### src/rtl/buffer_pkg.sv
// Shared encodings and sizing for the 64-entry byte buffer and its register file.
// No logic here; consumers import op_type and the depth/width constants.
package buffer_pkg;

    localparam int BUFFER_DEPTH = 64;
    localparam int PTR_WIDTH    = 6;
    localparam int OCC_WIDTH    = PTR_WIDTH + 1;

    localparam logic [OCC_WIDTH-1:0] OCC_FULL  = OCC_WIDTH'(BUFFER_DEPTH);
    localparam logic [OCC_WIDTH-1:0] OCC_EMPTY = '0;

    typedef enum logic [1:0] {
        NOP   = 2'b00,
        WRITE = 2'b01,
        READ  = 2'b10
    } op_type;

    typedef enum logic {
        LAST_RD = 1'b0,
        LAST_WR = 1'b1
    } arb_state_t;

endpackage

### src/rtl/buffer_ptr_counter.sv
// Wrapping byte-address pointer with synchronous clear (clear beats increment).
// Latency: new value visible one clk after inc/clr; no backpressure of its own.
module buffer_ptr_counter
    import buffer_pkg::*;
(
    input  logic                 clk,
    input  logic                 n_rst,
    input  logic                 inc,
    input  logic                 clr,
    output logic [PTR_WIDTH-1:0] ptr
);

    logic [PTR_WIDTH-1:0] ptr_q;
    logic [PTR_WIDTH-1:0] ptr_d;

    // Natural width overflow gives the 63 -> 0 wrap.
    always_comb begin
        ptr_d = ptr_q;
        if (clr) begin
            ptr_d = '0;
        end else if (inc) begin
            ptr_d = ptr_q + PTR_WIDTH'(1);
        end
    end

    always_ff @(posedge clk or negedge n_rst) begin
        if (!n_rst) begin
            ptr_q <= '0;
        end else begin
            ptr_q <= ptr_d;
        end
    end

    assign ptr = ptr_q;

endmodule

### src/rtl/buffer_pointer_ctrl.sv
// Arbitrates one byte WRITE or READ per cycle onto a 64x8 register file and tracks pointers/occupancy.
// Latency: op/acks combinational in the request cycle; requesters hold req until ack, full/empty refuse and flag.
module buffer_pointer_ctrl
    import buffer_pkg::*;
(
    input  logic                 clk,
    input  logic                 n_rst,
    input  logic                 store_req,
    input  logic                 get_req,
    input  logic                 flush,
    output logic [1:0]           op,
    output logic [PTR_WIDTH-1:0] write_pointer,
    output logic [PTR_WIDTH-1:0] read_pointer,
    output logic                 store_ack,
    output logic                 get_ack,
    output logic [OCC_WIDTH-1:0] buffer_occupancy,
    output logic                 full,
    output logic                 empty,
    output logic                 overflow_err,
    output logic                 underflow_err
);

    arb_state_t           state_q;
    logic [OCC_WIDTH-1:0] occ_q, occ_d;
    logic                 ovf_q, ovf_d;
    logic                 unf_q, unf_d;
    op_type               op_sel;
    logic                 wr_elig;
    logic                 rd_elig;
    logic                 do_wr;
    logic                 do_rd;

    assign full    = (occ_q == OCC_FULL);
    assign empty   = (occ_q == OCC_EMPTY);
    assign wr_elig = store_req && !full;
    assign rd_elig = get_req && !empty;

    // n_rst gates the grant so nothing is issued while reset is held.
    always_comb begin
        op_sel = NOP;
        if (n_rst && !flush) begin
            if (wr_elig && rd_elig) begin
                op_sel = (state_q == LAST_RD) ? WRITE : READ;
            end else if (wr_elig) begin
                op_sel = WRITE;
            end else if (rd_elig) begin
                op_sel = READ;
            end
        end
    end

    assign do_wr     = (op_sel == WRITE);
    assign do_rd     = (op_sel == READ);
    assign op        = op_sel;
    assign store_ack = do_wr;
    assign get_ack   = do_rd;

    always_comb begin
        occ_d = occ_q;
        ovf_d = ovf_q;
        unf_d = unf_q;
        if (flush) begin
            occ_d = '0;
            ovf_d = 1'b0;
            unf_d = 1'b0;
        end else begin
            if (do_wr) begin
                occ_d = occ_q + OCC_WIDTH'(1);
            end else if (do_rd) begin
                occ_d = occ_q - OCC_WIDTH'(1);
            end
            // Losing arbitration never flags; only a full/empty refusal does.
            if (store_req && full && !do_wr) begin
                ovf_d = 1'b1;
            end
            if (get_req && empty && !do_rd) begin
                unf_d = 1'b1;
            end
        end
    end

    always_ff @(posedge clk or negedge n_rst) begin
        if (!n_rst) begin
            state_q <= LAST_RD;
            occ_q   <= '0;
            ovf_q   <= 1'b0;
            unf_q   <= 1'b0;
        end else begin
            occ_q <= occ_d;
            ovf_q <= ovf_d;
            unf_q <= unf_d;
            if (flush) begin
                state_q <= LAST_RD;
            end else if (do_wr) begin
                state_q <= LAST_WR;
            end else if (do_rd) begin
                state_q <= LAST_RD;
            end
        end
    end

    assign buffer_occupancy = occ_q;
    assign overflow_err     = ovf_q;
    assign underflow_err    = unf_q;

    buffer_ptr_counter u_wr_ptr (
        .clk   (clk),
        .n_rst (n_rst),
        .inc   (do_wr),
        .clr   (flush),
        .ptr   (write_pointer)
    );

    buffer_ptr_counter u_rd_ptr (
        .clk   (clk),
        .n_rst (n_rst),
        .inc   (do_rd),
        .clr   (flush),
        .ptr   (read_pointer)
    );

endmodule

### config.mk
export PLATFORM = sky130hd
export DESIGN_NAME = buffer_pointer_ctrl
export DESIGN_NICKNAME = d
export VERILOG_FILES = /design/src/rtl/buffer_pkg.sv /design/src/rtl/buffer_ptr_counter.sv /design/src/rtl/buffer_pointer_ctrl.sv
export SDC_FILE = /design/constraint.sdc
export NUM_CORES = 1
export LEC_CHECK = 0
export CORE_ASPECT_RATIO = 0.8
export CORE_MARGIN = 2
export CORE_UTILIZATION = 50
export CTS_CLUSTER_DIAMETER = 100
export DETAILED_ROUTE_END_ITERATION = 6
export DONT_BUFFER_PORTS = 1
export PLACE_DENSITY = 0.65
export REMOVE_ABC_BUFFERS = 1
export SYNTH_ARGS = -nofsm -noshare
export SYNTH_HDL_FRONTEND = slang
export SYNTH_HIERARCHICAL = 1
export SYNTH_SLANG_ARGS = --single-unit
### constraint.sdc
create_clock -name clk -period 9.6 [get_ports clk]
set_clock_uncertainty 0.2 [all_clocks]
set_input_delay 2.4 -clock clk [delete_from_list [all_inputs] [get_ports clk]]
set_output_delay 2.4 -clock clk [all_outputs]
set_load 0.01 [all_outputs]
# ---- Word-level counts from Yosys, hierarchy flattened
# Index checks and enable logic that the tools add are counted.
dict set report word_totals {
  output_inout_bits 27
  register_bits 22
  elab_cells 51
  in_bits 5
}
dict set report classes {
  eq_ne 3
  muxes 19
  reduce_logical 19
  add_sub_neg 4
}
# operator count
set ops {}
lappend ops {{6-bit 2-to-1 mux} 4}
lappend ops {{7-bit 2-to-1 mux} 3}
lappend ops {{6-bit by 1-bit adder with 6-bit output, second input constant} 2}
lappend ops {{2-bit 2-to-1 mux} 5}
lappend ops {{1-bit logical AND} 8}
lappend ops {{2-bit nonzero test} 4}
lappend ops {{7-bit by 1-bit adder with 7-bit output, second input constant} 1}
lappend ops {{7-bit == test, second input constant} 1}
lappend ops {{7-bit zero test} 1}
lappend ops {{1-bit 2-to-1 mux} 7}
lappend ops {{7-bit by 1-bit subtractor with 7-bit output, second input constant} 1}
lappend ops {{1-bit zero test} 5}
lappend ops {{3-bit nonzero test} 1}
lappend ops {{2-bit by 1-bit == test with 1-bit output, second input constant} 1}
lappend ops {{2-bit == test, second input constant} 1}

# ---- Logic depth before layout (Yosys ltp)
dict set report logic_depth {
  ltp_word 12
  ltp_mapped 10
  depth_no_buf 10
}

# ---- Cells and area by module
# The synthesis kept the hierarchy.
# module instances area_per_inst_um2 cells_per_inst
set modules_own_cells {}
lappend modules_own_cells {buffer_pointer_ctrl 1 742.0 80}
lappend modules_own_cells {buffer_ptr_counter 2 269.0 24}

# ---- Worst setup path after synthesis
# OpenSTA, ideal clock, no wires.
dict set report synth_timing {
  kind {input-to-output}
  start {input port n_rst}
  end {output port get_ack}
  arrival_time_ps 3519
  cell_stages 3
  t_required_ps 7000
  path_buffers 0
  setup_slack_ps 3481
  cell_sequence {nor2b_1 -> nand2_1 -> a211oi_1}
}
dict set report synth_between {
  elab_chain_len 3
}
# element line
set synth_rtl {}
lappend synth_rtl {{from (decl)} buffer_pointer_ctrl.sv:7} ;# input logic n_rst,
lappend synth_rtl {{1-bit logical AND} buffer_pointer_ctrl.sv:41} ;# if (n_rst && !flush) begin
lappend synth_rtl {{2-bit 2-to-1 mux} buffer_pointer_ctrl.sv:41}
lappend synth_rtl {{2-bit == test} buffer_pointer_ctrl.sv:53} ;# assign do_rd = (op_sel == READ);
lappend synth_rtl {{to (decl)} buffer_pointer_ctrl.sv:15} ;# output logic get_ack,
# No other way between the ends.

# ---- Final worst setup path
# Ends and elaborated chain as after synthesis.

==> key figures <==
Outcome
  – Result of the run: finished clean

Finish
  – Number of fill cells: between 200 and 250
  – Number of nets in the finished design: 145
  – Layout cell share with drive strength beyond 1: approximately 6.9%
  – Count of inserted antenna diode cells: 0
  – Fin area: 1358 um2
  – Most frequent standard cell in the layout excluding fill and tap cells: dfrtp_1
  – Synthesis-to-finish area growth: 6.060%
  – Most frequent cells in the layout: dfrtp_1, nor2_1, nand2_1

Drt
  – Highest layer used for signal routing: met4
  – Routed length on met2: around 1.2 mm
  – Total met3 wirelength after detailed routing: around 220 um
  – Violation count after the first detailed-route iteration: 83
  – Residual antenna-violating net count after detailed routing: 0
  – Routed wire length per instance: 15.73 um
  – Number of detailed-routing iterations run before antenna repair: 4
  – Met1 wire length: between 1 and 1.5 mm
  – Detailed-route via count: 953
  – Total wire length after detailed routing: ~2.6 mm
  – Detailed-route DRC error count: 0
  – DR vias/cell: about 5.7

Clock tree
  – Register clock-pin slew on the reported worst setup and hold paths: 0.12 ns
  – H-tree levels: 1
  – Clock root buffer: clkbuf_4
  – Clock buffer depth: 2
  – TritonCTS clock tree: built
  – TritonCTS Buffers: 3
  – Clk_lat worst skew: 0.31 ns
  – Number of setup buffers added after CTS: 0
  – Number of sinks handled by clock tree synthesis: 22
  – Post-cts gate resize count: 0
  – Hold buffer count at cts: 0

Yosys
  – Post-synthesis compound-gate area fraction: roughly 15%
  – XOR/XNOR share of the synthesized area: 8.211%
  – Dominant cells by area after synthesis: dfrtp_1, ha_1, mux2i_1
  – Synth Area in Adders: 8.407%
  – Synth Cell Area: 1280 um2
  – Total number of yosys warnings: 6
  – Dominant combinational cell family by area after synthesis: simple AND/OR/NAND/NOR gates
  – Multiplexer area fraction after synthesis: 6.256%
  – Basic-gate share of the synthesized area counting and, or, nand and nor cells: 17.50%
  – Number of enable flip-flop cells after synthesis: 0
  – Count of cell types in the netlist: 30
  – Area share of the leading cell type in the synthesized netlist: 43.01%
  – Async S/R FF share, synth: 100.0%
  – Cells after Synth: 128
  – Biggest area consumer among synthesized cells: dfrtp_1
  – Sequential-to-total area share from yosys stat: 43.01%
  – Most frequently used flop master after synthesis: dfrtp_1
  – Syn_area_per_cell: 10.00 um2
  – Post-synthesis sequential element count: 22

Global route
  – First-pass GRT wire length: roughly 4.7 mm
  – Global routing usage summed across all routing layers: 20.62%
  – Initial antenna violation count: 0
  – Total grt overflow: 0
  – Via count of the first global-routing pass: 1,029
  – Maximum number of pins on one net before global-route repair: 24

Floorplanning
  – Die height: 49.26 um
  – Area of the die: 2983 um2
  – Area of the core: about 2400 um2
  – Initial Util: 52.41%
  – Std cell rows: 16
  – Die extent in x: 60.57 um
  – Number of ports placed on the die boundary: 32

Setup path
  – Reg-to-reg critical path startpoint: buffer_occupancy[0]
  – Required time reported for the critical path endpoint: 7.00 ns
  – Maximum fanout count along the critical path: 23
  – FF-to-FF setup slack: 6.08 ns
  – Type of destination of the critical path: output port
  – Kind of critical path: input pin to output port
  – Cell count of the worst reg-to-reg path: 9
  – Startpoint type of the worst setup path: input pin
  – WP data arrival: about 3.8 ns
  – End of the worst register-to-register path: buffer_occupancy[6]

Power and ir drop
  – Logic pwr share: 30.5%
  – Largest vdd supply drop: around 0.11 mV
  – P_int: ~0.15 mW
  – Sw Ratio: roughly a third
  – Net switching power: 0.08094 mW
  – Sequential Power Share: 48.1%
  – Clock share of power: roughly a fifth
  – Power Dens Cells: around 170 nW/um2
  – Leak: about 0.66 nW

Placement
  – Dpl hpwl: 1.962 mm
  – Quantity of I/O buffers inserted on ports: 0
  – GP Congestion: 0.8025
  – Cell area after placement: 1321 um2

Timing
  – Final min period: 6.372 ns
  – Transition at the pin with the smallest max-transition slack: 1.172 ns
  – Final count of negative-setup-slack endpoints: 0
  – Ratio of final minimum period to clock period: 66.38%
  – Setup TNS: 0 ns
  – Unrepaired setup endpoints after global routing: no
  – Post-Route Hold Slack: about 0.39 ns
  – Final Max Slew Viols: 0
  – Headroom to the max-slew limit: 21.38%
  – Hold Fails Final Rpt: 0
  – Max Fclk: ~0.16 GHz

Flow run
  – Max Cap Viol: 0

Worst hold path
  – Type of the most critical hold path: register to register
  – Endpoint of the worst hold-timing path: buffer_occupancy[6]
  – Worst hold path stage count: 1
  – Launch point of the worst hold path: buffer_occupancy[6]
-- worst max-delay path by stage --
stage / cells past startpoint / to / from / slack [ns]
2_1_floorplan: 3 / get_ack / n_rst / 3.48
3_3_place_gp: 3 / get_ack / n_rst / 3.39
3_5_place_dp: 3 / get_ack / n_rst / 3.22
4_1_cts: 3 / get_ack / n_rst / 3.22
5_1_grt: 3 / get_ack / n_rst / 3.05
6_report: 3 / get_ack / n_rst / 3.23
-- layer usage --
| metal | vias to the layer above | GRT usage [%] |
|---|---|---|
| met5 | - | 0 |
| li1 | 465 | - |
| met1 | 447 | 29.59 |
| met4 | 0 | 3.986 |
| met2 | 39 | 29.93 |
| met3 | 2 | 7.692 |
-- synth_stat cells (all sizes together) (2+ instances only) --
| master | n |
|---|---|
| dfrtp | 22 |
| nor2 | 21 |
| nand2 | 10 |
| a21oi | 8 |
| mux2i | 8 |
| xor2 | 8 |
| ha | 7 |
| o21ai | 5 |
| a211oi | 4 |
| inv | 4 |
| nand4 | 4 |
| xnor2 | 4 |
| nand2b | 3 |
| or3 | 3 |
| a21o | 2 |
| nor2b | 2 |
| o211ai | 2 |
| o21bai | 2 |
-- state kept, by name, summed over array words and instances, names as in the netlist --
register / flops
state_q: 1
u_rd_ptr/ptr: 6
u_wr_ptr/ptr: 6
underflow_err: 1
buffer_occupancy: 7
overflow_err: 1
-- power by group through the flow --
| stage | registers (mW) | logic [mW] | clock network [mW] |
|---|---|---|---|
| CTS | 0.112 | 0.0708 | 0.0519 |
| floorplan | 0.111 | 0.0587 | 0 |
| finish | 0.112 | 0.0713 | 0.0501 |
| global placement | 0.114 | 0.0685 | 0 |
| global route | 0.114 | 0.0817 | 0.0558 |
| detailed placement | 0.114 | 0.0701 | 0 |
-- area by class of cell --
cell class / count / area [um2] / share of cell area (%)
well taps: 36 / 45.04 / 3.318
clock buffers: 4 / 36.28 / 2.673
multi-input cells: 101 / 710.7 / 52.35
flip-flops and latches: 22 / 550.5 / 40.55
inverters: 4 / 15.01 / 1.106
-- stage by stage --
stage,std cells,setup slack [ns],utilization (%),power (mW)
CTS,167,3.225,55.58,0.2350
floorplan,127,3.481,-,0.1701
detailed placement,163,3.222,54.10,0.1844
global placement,163,3.385,54.10,0.1824
global route,167,3.053,55.58,0.2515
finish,167,3.228,55.58,0.2337
-- worst max-delay path: stages --
cell      delay, ns
nor2b_1        0.28
nand2_1        0.12
a211oi_1       0.96
-- cell families (layout without fill, tap and decap cells) --
| group | count (synthesis) | count (layout) |
|---|---|---|
| AO/OA/AOI/OAI | 27 | 27 |
| multiplexers | 8 | 8 |
| adder cells (fa/ha/maj) | 8 | 8 |
| XOR/XNOR | 12 | 12 |
| buffers and inverters | 5 | 8 |
| AND/OR/NAND/NOR | 46 | 46 |
| flip-flops | 22 | 22 |
No activity file was read; power rests on OpenSTA's default activity.
